--- src/rtl/quad_encoder_gen.sv ---
// Quadrature transmitter: walks enc_a/enc_b through Gray-code steps until the
// internal position reaches an accepted target, with optional contact-bounce glitches.
module quad_encoder_gen #(
  parameter int WIDTH       = 8,
  parameter int STEP_CYCLES = 16,
  parameter int BOUNCE      = 0
) (
  input  logic             clk,
  input  logic             reset,
  input  logic [WIDTH-1:0] target,
  input  logic             target_valid,
  output logic             target_ready,
  output logic             enc_a,
  output logic             enc_b,
  output logic [WIDTH-1:0] position,
  output logic             busy
);

  localparam int CNT_W = $clog2(STEP_CYCLES + 2 * BOUNCE + 2) + 1;
  localparam logic [CNT_W-1:0] HOLD_LAST   = CNT_W'(STEP_CYCLES - 1);
  localparam logic [CNT_W-1:0] BOUNCE_LAST = CNT_W'((BOUNCE > 0) ? 2 * BOUNCE - 1 : 0);
  localparam logic [WIDTH-1:0] HALF        = {1'b1, {(WIDTH - 1){1'b0}}};

  typedef enum logic [1:0] {
    ST_IDLE,
    ST_DECIDE,
    ST_BOUNCE,
    ST_HOLD
  } state_t;

  state_t           state_reg, state_next;
  logic [WIDTH-1:0] tgt_reg, tgt_next;
  logic [WIDTH-1:0] pos_reg, pos_next;
  logic [1:0]       gray_reg, gray_next;   // {a, b} after the latest commit
  logic [1:0]       mask_reg, mask_next;   // line that changed at the latest commit
  logic [CNT_W-1:0] cnt_reg, cnt_next;
  logic [1:0]       enc_reg, enc_next;
  logic [WIDTH-1:0] diff;

  assign diff = tgt_reg - pos_reg;

  always_ff @(posedge clk) begin
    if (reset) begin
      state_reg <= ST_IDLE;
      tgt_reg   <= '0;
      pos_reg   <= '0;
      gray_reg  <= '0;
      mask_reg  <= '0;
      cnt_reg   <= '0;
      enc_reg   <= '0;
    end else begin
      state_reg <= state_next;
      tgt_reg   <= tgt_next;
      pos_reg   <= pos_next;
      gray_reg  <= gray_next;
      mask_reg  <= mask_next;
      cnt_reg   <= cnt_next;
      enc_reg   <= enc_next;
    end
  end

  always_comb begin
    state_next = state_reg;
    tgt_next   = tgt_reg;
    pos_next   = pos_reg;
    gray_next  = gray_reg;
    mask_next  = mask_reg;
    cnt_next   = cnt_reg;
    enc_next   = gray_reg;

    case (state_reg)
      ST_IDLE: begin
        if (target_valid) begin
          tgt_next   = target;
          state_next = ST_DECIDE;
        end
      end

      ST_DECIDE: begin
        if (diff == '0) begin
          state_next = ST_IDLE;
        end else begin
          // Exactly half way round goes up, so the tie case is deterministic.
          if (diff <= HALF) begin
            gray_next = {~gray_reg[0], gray_reg[1]};
            pos_next  = pos_reg + 1'b1;
          end else begin
            gray_next = {gray_reg[0], ~gray_reg[1]};
            pos_next  = pos_reg - 1'b1;
          end
          mask_next  = gray_reg ^ gray_next;
          cnt_next   = '0;
          state_next = (BOUNCE > 0) ? ST_BOUNCE : ST_HOLD;
        end
      end

      ST_BOUNCE: begin
        // Odd slots flip the changed line back to its old level.
        if (cnt_reg[0]) begin
          enc_next = gray_reg ^ mask_reg;
        end
        if (cnt_reg == BOUNCE_LAST) begin
          cnt_next   = '0;
          state_next = ST_HOLD;
        end else begin
          cnt_next = cnt_reg + 1'b1;
        end
      end

      ST_HOLD: begin
        if (cnt_reg == HOLD_LAST) begin
          state_next = ST_DECIDE;
        end else begin
          cnt_next = cnt_reg + 1'b1;
        end
      end

      default: state_next = ST_IDLE;
    endcase
  end

  assign enc_a        = enc_reg[1];
  assign enc_b        = enc_reg[0];
  assign position     = pos_reg;
  assign target_ready = (state_reg == ST_IDLE);
  assign busy         = ~target_ready;

endmodule

--- config.mk ---
export PLATFORM = sky130hd
export DESIGN_NAME = quad_encoder_gen
export DESIGN_NICKNAME = d
export VERILOG_FILES = /design/src/rtl/quad_encoder_gen.sv
export SDC_FILE = /design/constraint.sdc
export NUM_CORES = 1
export LEC_CHECK = 0
export ABC_AREA = 1
export BUFFER_PORTS_ARGS = -buffer_cell sky130_fd_sc_hd__buf_2
export CORE_MARGIN = 5
export CORE_UTILIZATION = 53
export CTS_BUF_LIST = sky130_fd_sc_hd__clkbuf_2 sky130_fd_sc_hd__clkbuf_4 sky130_fd_sc_hd__clkbuf_8
export DETAILED_ROUTE_END_ITERATION = 10
export PLACE_DENSITY = 0.76
export SETUP_SLACK_MARGIN = 0.2
export SYNTH_ARGS = -nofsm -noshare
export SYNTH_HDL_FRONTEND = slang
export SYNTH_SLANG_ARGS = --single-unit
--- constraint.sdc ---
create_clock -name clk -period 2.82 [get_ports clk]
set_input_delay 0.564 -clock clk [delete_from_list [all_inputs] [get_ports clk]]
set_output_delay 0.564 -clock clk [all_outputs]
set_load 0.02 [all_outputs]
# Yosys cells after proc, flatten, opt, wreduce, memory -nomap -nowiden
# Index checks and enable logic that the tools add are counted.
[op_classes] order_cmp=1 add_sub_neg=4 n_bitwise=6 n_mux=15 reduce_logical=8 n_eq_ne=9
[op_table] cell="2-bit two-way mux" count=9
[op_table] cell="6-bit two-way mux" count=3
[op_table] cell="6-bit one-hot mux with 3 select lines" count=1
[op_table] cell="2-bit != test, second input constant" count=5
[op_table] cell="8-bit by 1-bit adder with 8-bit output, second input constant" count=1
[op_table] cell="8-bit <= comparator, second input constant" count=1
[op_table] cell="8-bit logical NOT" count=1
[op_table] cell="8-bit two-way mux" count=1
[op_table] cell="2-bit one-hot mux with 4 select lines" count=1
[op_table] cell="8-bit by 1-bit subtractor with 8-bit output, second input constant" count=1
[op_table] cell="8-bit subtractor" count=1
[op_table] cell="6-bit by 1-bit adder with 6-bit output, second input constant" count=1
[op_table] cell="6-bit by 4-bit equality test with 1-bit output, second input constant" count=1
[op_table] cell="6-bit logical NOT" count=1
[op_table] cell="3-bit AND reduction" count=2
[op_table] cell="2-bit equality test, second input constant" count=2
[op_table] cell="1-bit inverter" count=4
[op_table] cell="2-bit AND reduction" count=2
[op_table] cell="2-bit bitwise XOR" count=2
[op_table] cell="3-bit nonzero test" count=1
[op_table] cell="2-bit by 1-bit equality test with 1-bit output, second input constant" count=1
[op_table] cell="2-bit logical NOT" count=1
[word_totals] output_inout_bits=12 elab_cells=50 inputBits=11 reg_bits=30

# Depth between registers and ports, before layout
# Gate-level depths: netlist of the first run.
[logic_depth] ltp_word=6 ltp_mapped=24 depth_no_buf=24

# Worst setup path before layout of the first run
# Ideal clock, no wire load.
[synth_path] path_type="flip-flop to flip-flop" start="register pos_reg[0], in the netlist position[0]" end="register pos_reg[7], in the netlist position[7]" setup_time_ns=0.113 period_less_slack_ns=2.978 arrival_time_ns=2.865 required_time_ns=2.707 n_path_buf=0 setup_slack_ns=-0.158 stages_incl_launch_ff=24 cell_sequence="dfxtp_1 -> ha_1 -> fa_1 -> inv_1 -> nand2_1 -> nand2_1 -> nand2_1 -> nand2_1 -> nand3_1 -> nor2_2 -> nand3_4 -> nand2_4 -> inv_2 -> ha_1 -> a21oi_1 -> nand2_1 -> nand4_1 -> o211ai_1 -> inv_1 -> nand2_1 -> nand3_1 -> nand2_1 -> nand2_1 -> nor2_1"
[synth_between] elab_chain_cells=4 elab_cells_between_ends=8 cone_classes="3 x add/sub; 1 x order compare; 1 x mux; 1 x bitwise; 2 x reduce/logical"
[synth_lines] item="from (decl)" line_no="33" text="logic [WIDTH-1:0] pos_reg, pos_next;"
[synth_lines] item="from (signal assigned)" line_no="54" text="pos_reg <= pos_next;"
[synth_lines] item="parallel branches: the longest is 4 deep, another holds 8-bit subtractor"
# Parallel ways; which one is timed is not known.
# A chain may end at the register's enable or synchronous reset.

# Worst setup path after layout of the first run
[layout_path] start="register tgt_reg[0]" end="register pos_reg[5], in the netlist position[5]"
[layout_between] elab_chain_cells=4 elab_cells_between_ends=6 cone_classes="1 x add/sub; 1 x order compare; 1 x mux; 1 x bitwise; 2 x reduce/logical"
[layout_lines] item="from (decl)" line_no="32" text="logic [WIDTH-1:0] tgt_reg, tgt_next;"
[layout_lines] item="from (signal assigned)" line_no="53" text="tgt_reg <= tgt_next;"
[layout_lines] item="8-bit subtractor *" line_no="40" text="assign diff = tgt_reg - pos_reg;"
[layout_lines] item="parallel branches: the longest is 3 deep, another holds 8-bit <= comparator"
# Mark *: on every way between the ends.

==> summary.md, run 1 <==
| Metric | Value |
|---|---|
| Clock skew after layout | 0.00709 ns |
| Clock Path Buffers | 2 |
| Placement Rows | 23 |
| Transition time of the tightest slew-check pin | 0.659 ns |
| Clock-pin slew on the worst setup and hold paths | 0.07 ns |
| GR Util All Layers | 22.8% |
| Number of hold violations in the final report | 0 |
| Final weighted congestion in routability-driven placement | 0.976 |
| First-pass GRT wire length | 9420 um |
| Routed WL per cell | 15.6 um |
| Chip Height | 73.6 um |
| Later-pin clock latency in the skew report | 0.29 ns |
| Crit Path Category | reg2reg |
| Detail Route Antenna Nets | 0 |
| Area of the core | 3970 um2 |
| Placed cells | 381 |
| Cell type contributing the most total cell area after synthesis | dfxtp_1 |
| Max FO, Critical Path | 7 |
| Final standard cell count with taps included and fillers excluded | 408 |
| Utilization of the core after routing | 72.2% |
| Overall via count from detail_route | 2251 |
| TritonCTS clock tree | yes |
| Vias in the first global route | 2134 |
| Violated checks | negative setup slack |
| Path category of the worst min-delay check | reg2reg |
| Sort of element at the end of the critical path | flop |
| GRT overflow | 0 |
| Number of iterations in the first detailed-routing pass | 4 |
| DRC | 0 |
| Routed Wire Length | 6350 um |
| Die W | 73.6 um |
| Number of H-tree levels | 2 |
| CTS Hold Bufs | 0 |
| Cell mode on critical path | nand2_2 |
| Antenna violations before repair | 0 |
| Syn nets | 341 |
| Library cell contributing the largest single delay on the critical path | fa_2 |
| Number of max-cap violations | 0 |
| Worst Setup Start Kind | flop |
| Portion of the post-synthesis area used by sequential elements | 28.0% |
| Net total in the final layout | 390 |
| Share of post-route cells with drive strength above 1 | 34.4% |
| Post-synthesis area per instance | 6.97 um2 |
| Unrepaired setup endpoints after global routing | yes |
| Run status | finished with violations |
| Synth-to-Final Area Change | 33.6% |
| First DRT Iteration DRCs | 143 |
| Final setup violation count | 12 |
| Area share of the largest cell type after synthesis | 28.0% |
| Synth Register Bits | 30 |
| Boundary pin count | 23 |
| Minimum period implied by the final worst setup slack | 3.12 ns |
| Antenna diode instance count | 0 |
| I/O Buffers | 22 |
| Cell Chain, Critical Path | inv_2 -> ha_4 -> fa_2 -> inv_2 -> nand2_2 -> nand2_2 -> nand2_2 -> nand2_2 -> nand3_2 -> nor2_4 -> nand3_4 -> nand2_4 -> inv_8 -> ha_4 -> a21oi_4 -> buf_4 -> o21ai_0 -> a41oi_1 -> xor2_1 -> a21oi_1 |
| Worst r2r path cells | 20 |
| Synth Warn # | 0 |
| Max_slew headroom | 56.0% |
| Total CTS buffers | 5 |
| Gate count of the mapped netlist | 308 |
| Worst path required time | 2.98 ns |
| Buffer and inverter count on the worst path | 4 |
| Part of the cycle the worst path needs | 111% |
| Filler Cell Count | 292 |
| Peak Freq | 0.320 GHz |
| Peak per-stage delay on the critical path | 0.37 ns |
| Final setup slack of the worst path | -0.303 ns |
| Largest net degree at the start of global routing | 23 |
| Clk root buf | clkbuf_8 |
| Top area cells in the synthesized netlist | dfxtp_1 (28%), ha_1 (12%), nand2_1 (10%), a21oi_1 (7.7%), inv_1 (7.7%) |
| Count of clock tree sinks | 30 |
| Final count of pins violating max slew | 0 |
| Number of cells traversed by the worst hold path | 2 |
| DP HPWL | 3870 um |
| Arrival time at the worst endpoint | 3.28 ns |
| Post-Syn Area | 2150 um2 |
| Library cells used by synthesis | 29 |
| Total number of cells along the worst setup path | 20 |
| Top delay family on crit path | adder cells |
| Finished Cell Area | 2870 um2 |
| Cell area after placement | 2400 um2 |
| Avg Vias per Cell | 5.52 |
| Initial core utilization | 54.0% |
| Total Die Area | 5420 um2 |
-- synth_stat cells, drive strengths merged --
cell type / count
nor3: 2
nand2: 66
nand3: 26
fa: 2
o21bai: 1
buf: 2
a41oi: 1
o211ai: 1
inv: 46
o21ai: 23
nor2: 32
o21a: 1
xnor2: 2
nand4: 6
clkbuf: 4
dfxtp: 30
a21oi: 34
xor2: 9
ha: 20
-- area by class of cell --
class	instances	area [um2]	area share (%)
Multi-Input combinational cell	226	1580	55.1
Sequential cell	30	614	21.4
Timing Repair Buffer	48	335	11.7
Inverter	46	180	6.28
Clock buffer	7	90.1	3.14
Tap cell	50	62.6	2.18
Clock inverter	1	5.00	0.175
-- worst min-delay path: stages, from the launching register on --
cell and delay [ns]:
dfxtp_1 0.31, nand2_1 0.08, a21oi_2 0.05
-- layout by cell type, fill, tap and decap left out, drive strengths merged --
cell / count
fa: 2
o211ai: 1
nand4: 6
nor3: 2
inv: 46
o21a: 1
nor2: 32
nand3: 26
clkbuf: 7
ha: 20
xor2: 9
clkinv: 1
o21ai: 23
dfxtp: 30
xnor2: 2
nand2: 66
o21bai: 1
buf: 48
a21oi: 34
a41oi: 1
-- per-layer routing --
layer	global-route usage (%)	wire length [um]	vias up
met2	39.6	3230	86
met1	25.6	2540	1045
li1	-	-	1094
met3	3.42	286	26
met4	14.7	284	0
met5	0	0	-
-- per-stage QoR --
step / TNS [ns] / hold slack [ns] / setup WS, ns
after floorplan: 0 / 0.455 / 0.0789
after global placement: 0 / 0.468 / 0.0248
after detailed placement: -0.258 / 0.477 / -0.143
after CTS: -0.129 / 0.489 / -0.0831
after global routing: -3.24 / 0.508 / -0.407
final: -2.07 / 0.486 / -0.303
-- final timing paths --
kind	startpoint	endpoint	slack, ns
setup reg to reg	tgt_reg[0]$_SDFFE_PP0P_	position[5]$_SDFFE_PP0P_	-0.30
hold / removal	mask_reg[1]$_SDFFE_PP0P_	mask_reg[1]$_SDFFE_PP0P_	0.49
setup / recovery	tgt_reg[0]$_SDFFE_PP0P_	position[5]$_SDFFE_PP0P_	-0.30
hold reg to reg	mask_reg[1]$_SDFFE_PP0P_	mask_reg[1]$_SDFFE_PP0P_	0.49
-- kinds of logic after synthesis --
kind of cell / synth area share [%]
AND/OR/NAND/NOR: 28.9
AO/OA/AOI/OAI: 15.3
buffers and inverters: 9.80
flip-flops: 28.0
adder cells (fa/ha/maj): 13.5
XOR/XNOR: 4.49
-- timing repair --
item | CTS | global route
pin swaps | 19 | 23
setup buffers | 11 | 8
gates resized for setup | 20 | 37
endpoints found under the hold margin | 0 | 0
setup endpoints to repair | 5 | 19
Power of run 1 is left out: the tool's default activity adds up to more than one toggle a clock period on the data nets, which glitch-free logic cannot reach.
==> run 2: changes to the inputs <==
--- a/config.mk
+++ b/config.mk
@@ -7,11 +7,11 @@
 export LEC_CHECK = 0
 export ABC_AREA = 1
 export BUFFER_PORTS_ARGS = -buffer_cell sky130_fd_sc_hd__buf_2
-export CORE_MARGIN = 5
+export CORE_MARGIN = 1
 export CORE_UTILIZATION = 53
 export CTS_BUF_LIST = sky130_fd_sc_hd__clkbuf_2 sky130_fd_sc_hd__clkbuf_4 sky130_fd_sc_hd__clkbuf_8
 export DETAILED_ROUTE_END_ITERATION = 10
-export PLACE_DENSITY = 0.76
+export PLACE_DENSITY_LB_ADDON = 0.25
 export SETUP_SLACK_MARGIN = 0.2
 export SYNTH_ARGS = -nofsm -noshare
 export SYNTH_HDL_FRONTEND = slang
==> summary.md, run 2 (synthesized netlist as in run 1, its figures left out) <==
| Metric | Value |
|---|---|
| DP HPWL | 3730 um |
| Antenna diode instance count | 0 |
| Max_slew headroom | 59.8% |
| Final setup violation count | 8 |
| Placement Rows | 22 |
| Die W | 65.6 um |
| Largest net degree at the start of global routing | 23 |
| Path category of the worst min-delay check | reg2reg |
| Clk root buf | clkbuf_8 |
| Finished Cell Area | 2960 um2 |
| Sort of element at the end of the critical path | flop |
| GRT overflow | 0 |
| Worst Setup Start Kind | flop |
| Overall via count from detail_route | 2295 |
| Total Die Area | 4310 um2 |
| Avg Vias per Cell | 5.60 |
| Count of clock tree sinks | 30 |
| Antenna violations before repair | 0 |
| Final setup slack of the worst path | -0.158 ns |
| Violated checks | negative setup slack |
| Number of max-cap violations | 0 |
| Crit Path Category | reg2reg |
| Number of hold violations in the final report | 0 |
| Number of iterations in the first detailed-routing pass | 5 |
| Worst path required time | 3.05 ns |
| Routed WL per cell | 15.9 um |
| Peak Freq | 0.336 GHz |
| Most common library cell in the layout ignoring fill and taps | nand2_1 |
| Most used cells in the layout excluding fill and tap cells | nand2_1 (46), inv_1 (40), nor2_1 (27) |
| Chip Height | 65.6 um |
| Clock skew after layout | 0.0111 ns |
| Transition time of the tightest slew-check pin | 0.602 ns |
| Minimum period implied by the final worst setup slack | 2.98 ns |
| Share of post-route cells with drive strength above 1 | 35.9% |
| Boundary pin count | 23 |
| Run status | finished with violations |
| Synth-to-Final Area Change | 38.1% |
| DRC | 0 |
| Clock Path Buffers | 2 |
| Detail Route Antenna Nets | 0 |
| Total CTS buffers | 5 |
| Clock-pin slew on the worst setup and hold paths | 0.07 ns |
| First DRT Iteration DRCs | 219 |
| Part of the cycle the worst path needs | 106% |
| Final count of pins violating max slew | 0 |
| Cell area after placement | 2410 um2 |
| Max FO, Critical Path | 7 |
| TritonCTS clock tree | yes |
| First-pass GRT wire length | 9030 um |
| GR Util All Layers | 27.8% |
| Unrepaired setup endpoints after global routing | yes |
| Worst hold slack | 0.490 ns |
| Final TNS setup | -0.618 ns |
| Initial core utilization | 56.9% |
| Vias in the first global route | 1979 |
| Routed Wire Length | 6500 um |
| Final weighted congestion in routability-driven placement | 0.894 |
| CTS Hold Bufs | 0 |
| Area of the core | 3770 um2 |
| Later-pin clock latency in the skew report | 0.29 ns |
| Number of H-tree levels | 2 |
| Net total in the final layout | 394 |
| I/O Buffers | 22 |
| Arrival time at the worst endpoint | 3.21 ns |
## run 2: changes by cell type in the layout (fill, tap and decap cells not counted), sizes merged
| cell | previous run | this run |
|---|---|---|
| buf | 48 | 52 |
| bufinv | 0 | 2 |
| clkbuf | 7 | 6 |
| clkinv | 1 | 0 |
## run 2: layout make-up
class                   count  area, um2
flip-flops and latches     30        614
inverters                  46        180
repair buffers             52        380
fillers                   235        808
clock buffers               6       82.6
clock inverters             2       60.1
multi-input cells         226       1590
well taps                  48       60.1
## run 2: metrics by stage
| step | setup WS [ns] | utilization, % | std cells |
|---|---|---|---|
| 6_report | -0.158 | 78.6 | 410 |
| 5_1_grt | -0.318 | 78.6 | 410 |
| 4_1_cts | 0.00445 | 72.9 | 403 |
| 3_5_place_dp | -0.0904 | 63.8 | 380 |
| 3_3_place_gp | 0.0217 | 63.8 | 380 |
| 2_1_floorplan | 0.0789 | - | 308 |
## run 2: final timing paths
kind / slack, ns / end / cells after the start / start
max: -0.16 / position[7]$_SDFFE_PP0P_ / 24 / tgt_reg[0]$_SDFFE_PP0P_
max reg2reg: -0.16 / position[7]$_SDFFE_PP0P_ / 24 / tgt_reg[0]$_SDFFE_PP0P_
min: 0.49 / mask_reg[1]$_SDFFE_PP0P_ / 2 / mask_reg[1]$_SDFFE_PP0P_
min reg2reg: 0.49 / mask_reg[1]$_SDFFE_PP0P_ / 2 / mask_reg[1]$_SDFFE_PP0P_
## run 2: repair_timing
item	in CTS	in global routing
setup endpoints to repair	5	12
pin swaps	22	22
buffers inserted	15	7
resized for setup	19	43
## run 2: worst max-delay path: stages, from the launching register on
cell and delay (ns):
dfxtp_2 0.32, inv_2 0.04, ha_4 0.15, fa_2 0.34, inv_2 0.09, nand2_2 0.06, nand2_2 0.09, nand2_2 0.08
nand2_2 0.10, nand3_2 0.10, nor2_4 0.16, nand3_4 0.11, nand2_4 0.12, inv_8 0.06, ha_4 0.30, nand3_2 0.07
nand2_2 0.07, nand4_1 0.08, o211ai_1 0.12, inv_1 0.07, nand2_1 0.07, nand3_2 0.07, nand2_1 0.08, nand2_1 0.05
nor2_1 0.10
## run 2: per-layer routing
| metal | global-route usage, % | share of wire, % |
|---|---|---|
| met1 | 35.3 | 43 |
| met2 | 45.4 | 49 |
| met3 | 5.03 | 4.0 |
| met4 | 12.5 | 4.3 |
| met5 | 0 | 0 |
Power of run 2 is left out for the same reason.
==> run 3: changes to the inputs <==
--- a/config.mk
+++ b/config.mk
@@ -6,12 +6,12 @@
 export NUM_CORES = 1
 export LEC_CHECK = 0
 export ABC_AREA = 1
-export BUFFER_PORTS_ARGS = -buffer_cell sky130_fd_sc_hd__buf_2
 export CORE_MARGIN = 1
 export CORE_UTILIZATION = 53
 export CTS_BUF_LIST = sky130_fd_sc_hd__clkbuf_2 sky130_fd_sc_hd__clkbuf_4 sky130_fd_sc_hd__clkbuf_8
 export DETAILED_ROUTE_END_ITERATION = 10
-export PLACE_DENSITY_LB_ADDON = 0.25
+export DONT_BUFFER_PORTS = 1
+export PLACE_DENSITY = 0.71
 export SETUP_SLACK_MARGIN = 0.2
 export SYNTH_ARGS = -nofsm -noshare
 export SYNTH_HDL_FRONTEND = slang
==> summary.md, run 3 (synthesized netlist as in run 1, its figures left out) <==
| Metric | Value |
|---|---|
| Run status | finished with violations |
| Violated checks | negative setup slack |
| Final count of pins violating max slew | 0 |
| DRC | 0 |
| Worst slack after detailed placement | -0.105 ns |
| Finished Cell Area | 2680 um2 |
| Unrepaired setup endpoints after global routing | yes |
| Clk root buf | clkbuf_8 |
| Transition time of the tightest slew-check pin | 0.608 ns |
| Total CTS buffers | 5 |
| Chip Height | 65.6 um |
| Number of max-cap violations | 0 |
| Max FO, Critical Path | 7 |
| Final weighted congestion in routability-driven placement | 0.888 |
| Final TNS setup | -0.710 ns |
| Largest net degree at the start of global routing | 23 |
| GR Util All Layers | 26.0% |
| Overall via count from detail_route | 2040 |
| I/O Buffers | 0 |
| Utilization of the core after routing | 71.0% |
| Number of H-tree levels | 2 |
| Total Die Area | 4310 um2 |
| DP HPWL | 3690 um |
| First-pass GRT wire length | 8420 um |
| Sort of element at the end of the critical path | flop |
| Final setup slack of the worst path | -0.208 ns |
| TritonCTS clock tree | yes |
| Peak Freq | 0.330 GHz |
| Arrival time at the worst endpoint | 3.21 ns |
| Count of clock tree sinks | 30 |
| Number of hold violations in the final report | 0 |
| Clock skew after layout | 0.0104 ns |
| Part of the cycle the worst path needs | 107% |
| Most common library cell in the layout ignoring fill and taps | nand2_1 |
| Initial core utilization | 56.9% |
| Later-pin clock latency in the skew report | 0.29 ns |
| Antenna violations before repair | 0 |
| Antenna diode instance count | 0 |
| Share of post-route cells with drive strength above 1 | 26.8% |
| Net total in the final layout | 368 |
| Vias in the first global route | 1899 |
| Most used cells in the layout excluding fill and tap cells | nand2_1 (51), inv_1 (42), a21oi_1 (28) |
| Clock Path Buffers | 2 |
| Routed WL per cell | 14.0 um |
| Avg Vias per Cell | 5.31 |
| Max_slew headroom | 59.4% |
| First DRT Iteration DRCs | 88 |
| Boundary pin count | 23 |
| Final setup violation count | 6 |
| Filler Cell Count | 295 |
| Path category of the worst min-delay check | in2reg |
| Minimum period implied by the final worst setup slack | 3.03 ns |
| Worst Setup Start Kind | flop |
| Crit Path Category | reg2reg |
| Placement Rows | 22 |
| Area of the core | 3770 um2 |
| Detail Route Antenna Nets | 0 |
| Die W | 65.6 um |
| Synth-to-Final Area Change | 24.8% |
| Cell area after placement | 2330 um2 |
| Worst path required time | 3.00 ns |
| Clock-pin slew on the worst setup and hold paths | 0.07 ns |
| GRT overflow | 0 |
| Routed Wire Length | 5370 um |
| Number of iterations in the first detailed-routing pass | 4 |
-- run 3: cell count changes in the layout (fill, tap and decap cells not counted), moves of 2 or more --
cell	change
inv_2	-2
buf_2	-22
nand2_1	+5
a21oi_1	+4
inv_1	+2
a21oi_4	-3
buf_4	+4
buf_6	-8
bufinv_16	-2
nand2_2	-4
dfxtp_1	+2
-- run 3: routing by layer --
layer | GRT usage, % | vias to the layer above | wire, um
met4 | 9.24 | 0 | 55
met2 | 43.4 | 23 | 2590
met3 | 5.56 | 6 | 126
met1 | 32.5 | 960 | 2600
met5 | 0 | - | 0
li1 | - | 1051 | -
-- run 3: critical path, cell delays in order, from the launching register on --
cell,delay (ns)
dfxtp_2,0.32
inv_2,0.04
ha_4,0.15
fa_2,0.40
inv_2,0.09
nand2_2,0.05
nand2_2,0.07
nand2_2,0.06
nand2_2,0.08
nand3_2,0.08
nor2_4,0.13
nand3_4,0.08
nand2_4,0.11
inv_8,0.06
ha_4,0.29
nand3_2,0.08
nand2_2,0.09
nand4_1,0.15
o211ai_1,0.17
inv_1,0.08
nand2_1,0.09
nand3_2,0.07
nor2_1,0.12
nor2_1,0.05
-- run 3: metrics by stage --
stage | hold slack, ns | instances
after CTS | 0.322 | 380
final | 0.331 | 384
after global routing | 0.320 | 384
after global placement | 0.462 | 363
after floorplan | 0.455 | 308
after detailed placement | 0.465 | 363
-- run 3: what timing repair did --
item	in CTS	in global routing
pin swaps	22	23
endpoints found under the setup margin	5	9
buffers inserted	9	4
resized for setup	25	11
hold buffers	0	0
-- run 3: path summary, 6_finish.rpt --
check,start,end,slack (ns),depth (start not counted)
min,reset,mask_reg[1]$_SDFFE_PP0P_,0.33,1
max reg2reg,tgt_reg[0]$_SDFFE_PP0P_,position[7]$_SDFFE_PP0P_,-0.21,23
min reg2reg,mask_reg[1]$_SDFFE_PP0P_,mask_reg[1]$_SDFFE_PP0P_,0.48,2
max,tgt_reg[0]$_SDFFE_PP0P_,position[7]$_SDFFE_PP0P_,-0.21,23
-- run 3: area by class of cell --
class	count	area [um2]	area share, %
clock buffer	6	82.6	3.08
clock inverter	2	12.5	0.467
inverter	46	180	6.73
multi-input combinational	226	1520	56.9
sequential	30	609	22.8
tap	48	60.1	2.24
timing repair buffer	26	210	7.85
Power of run 3 is left out for the same reason.
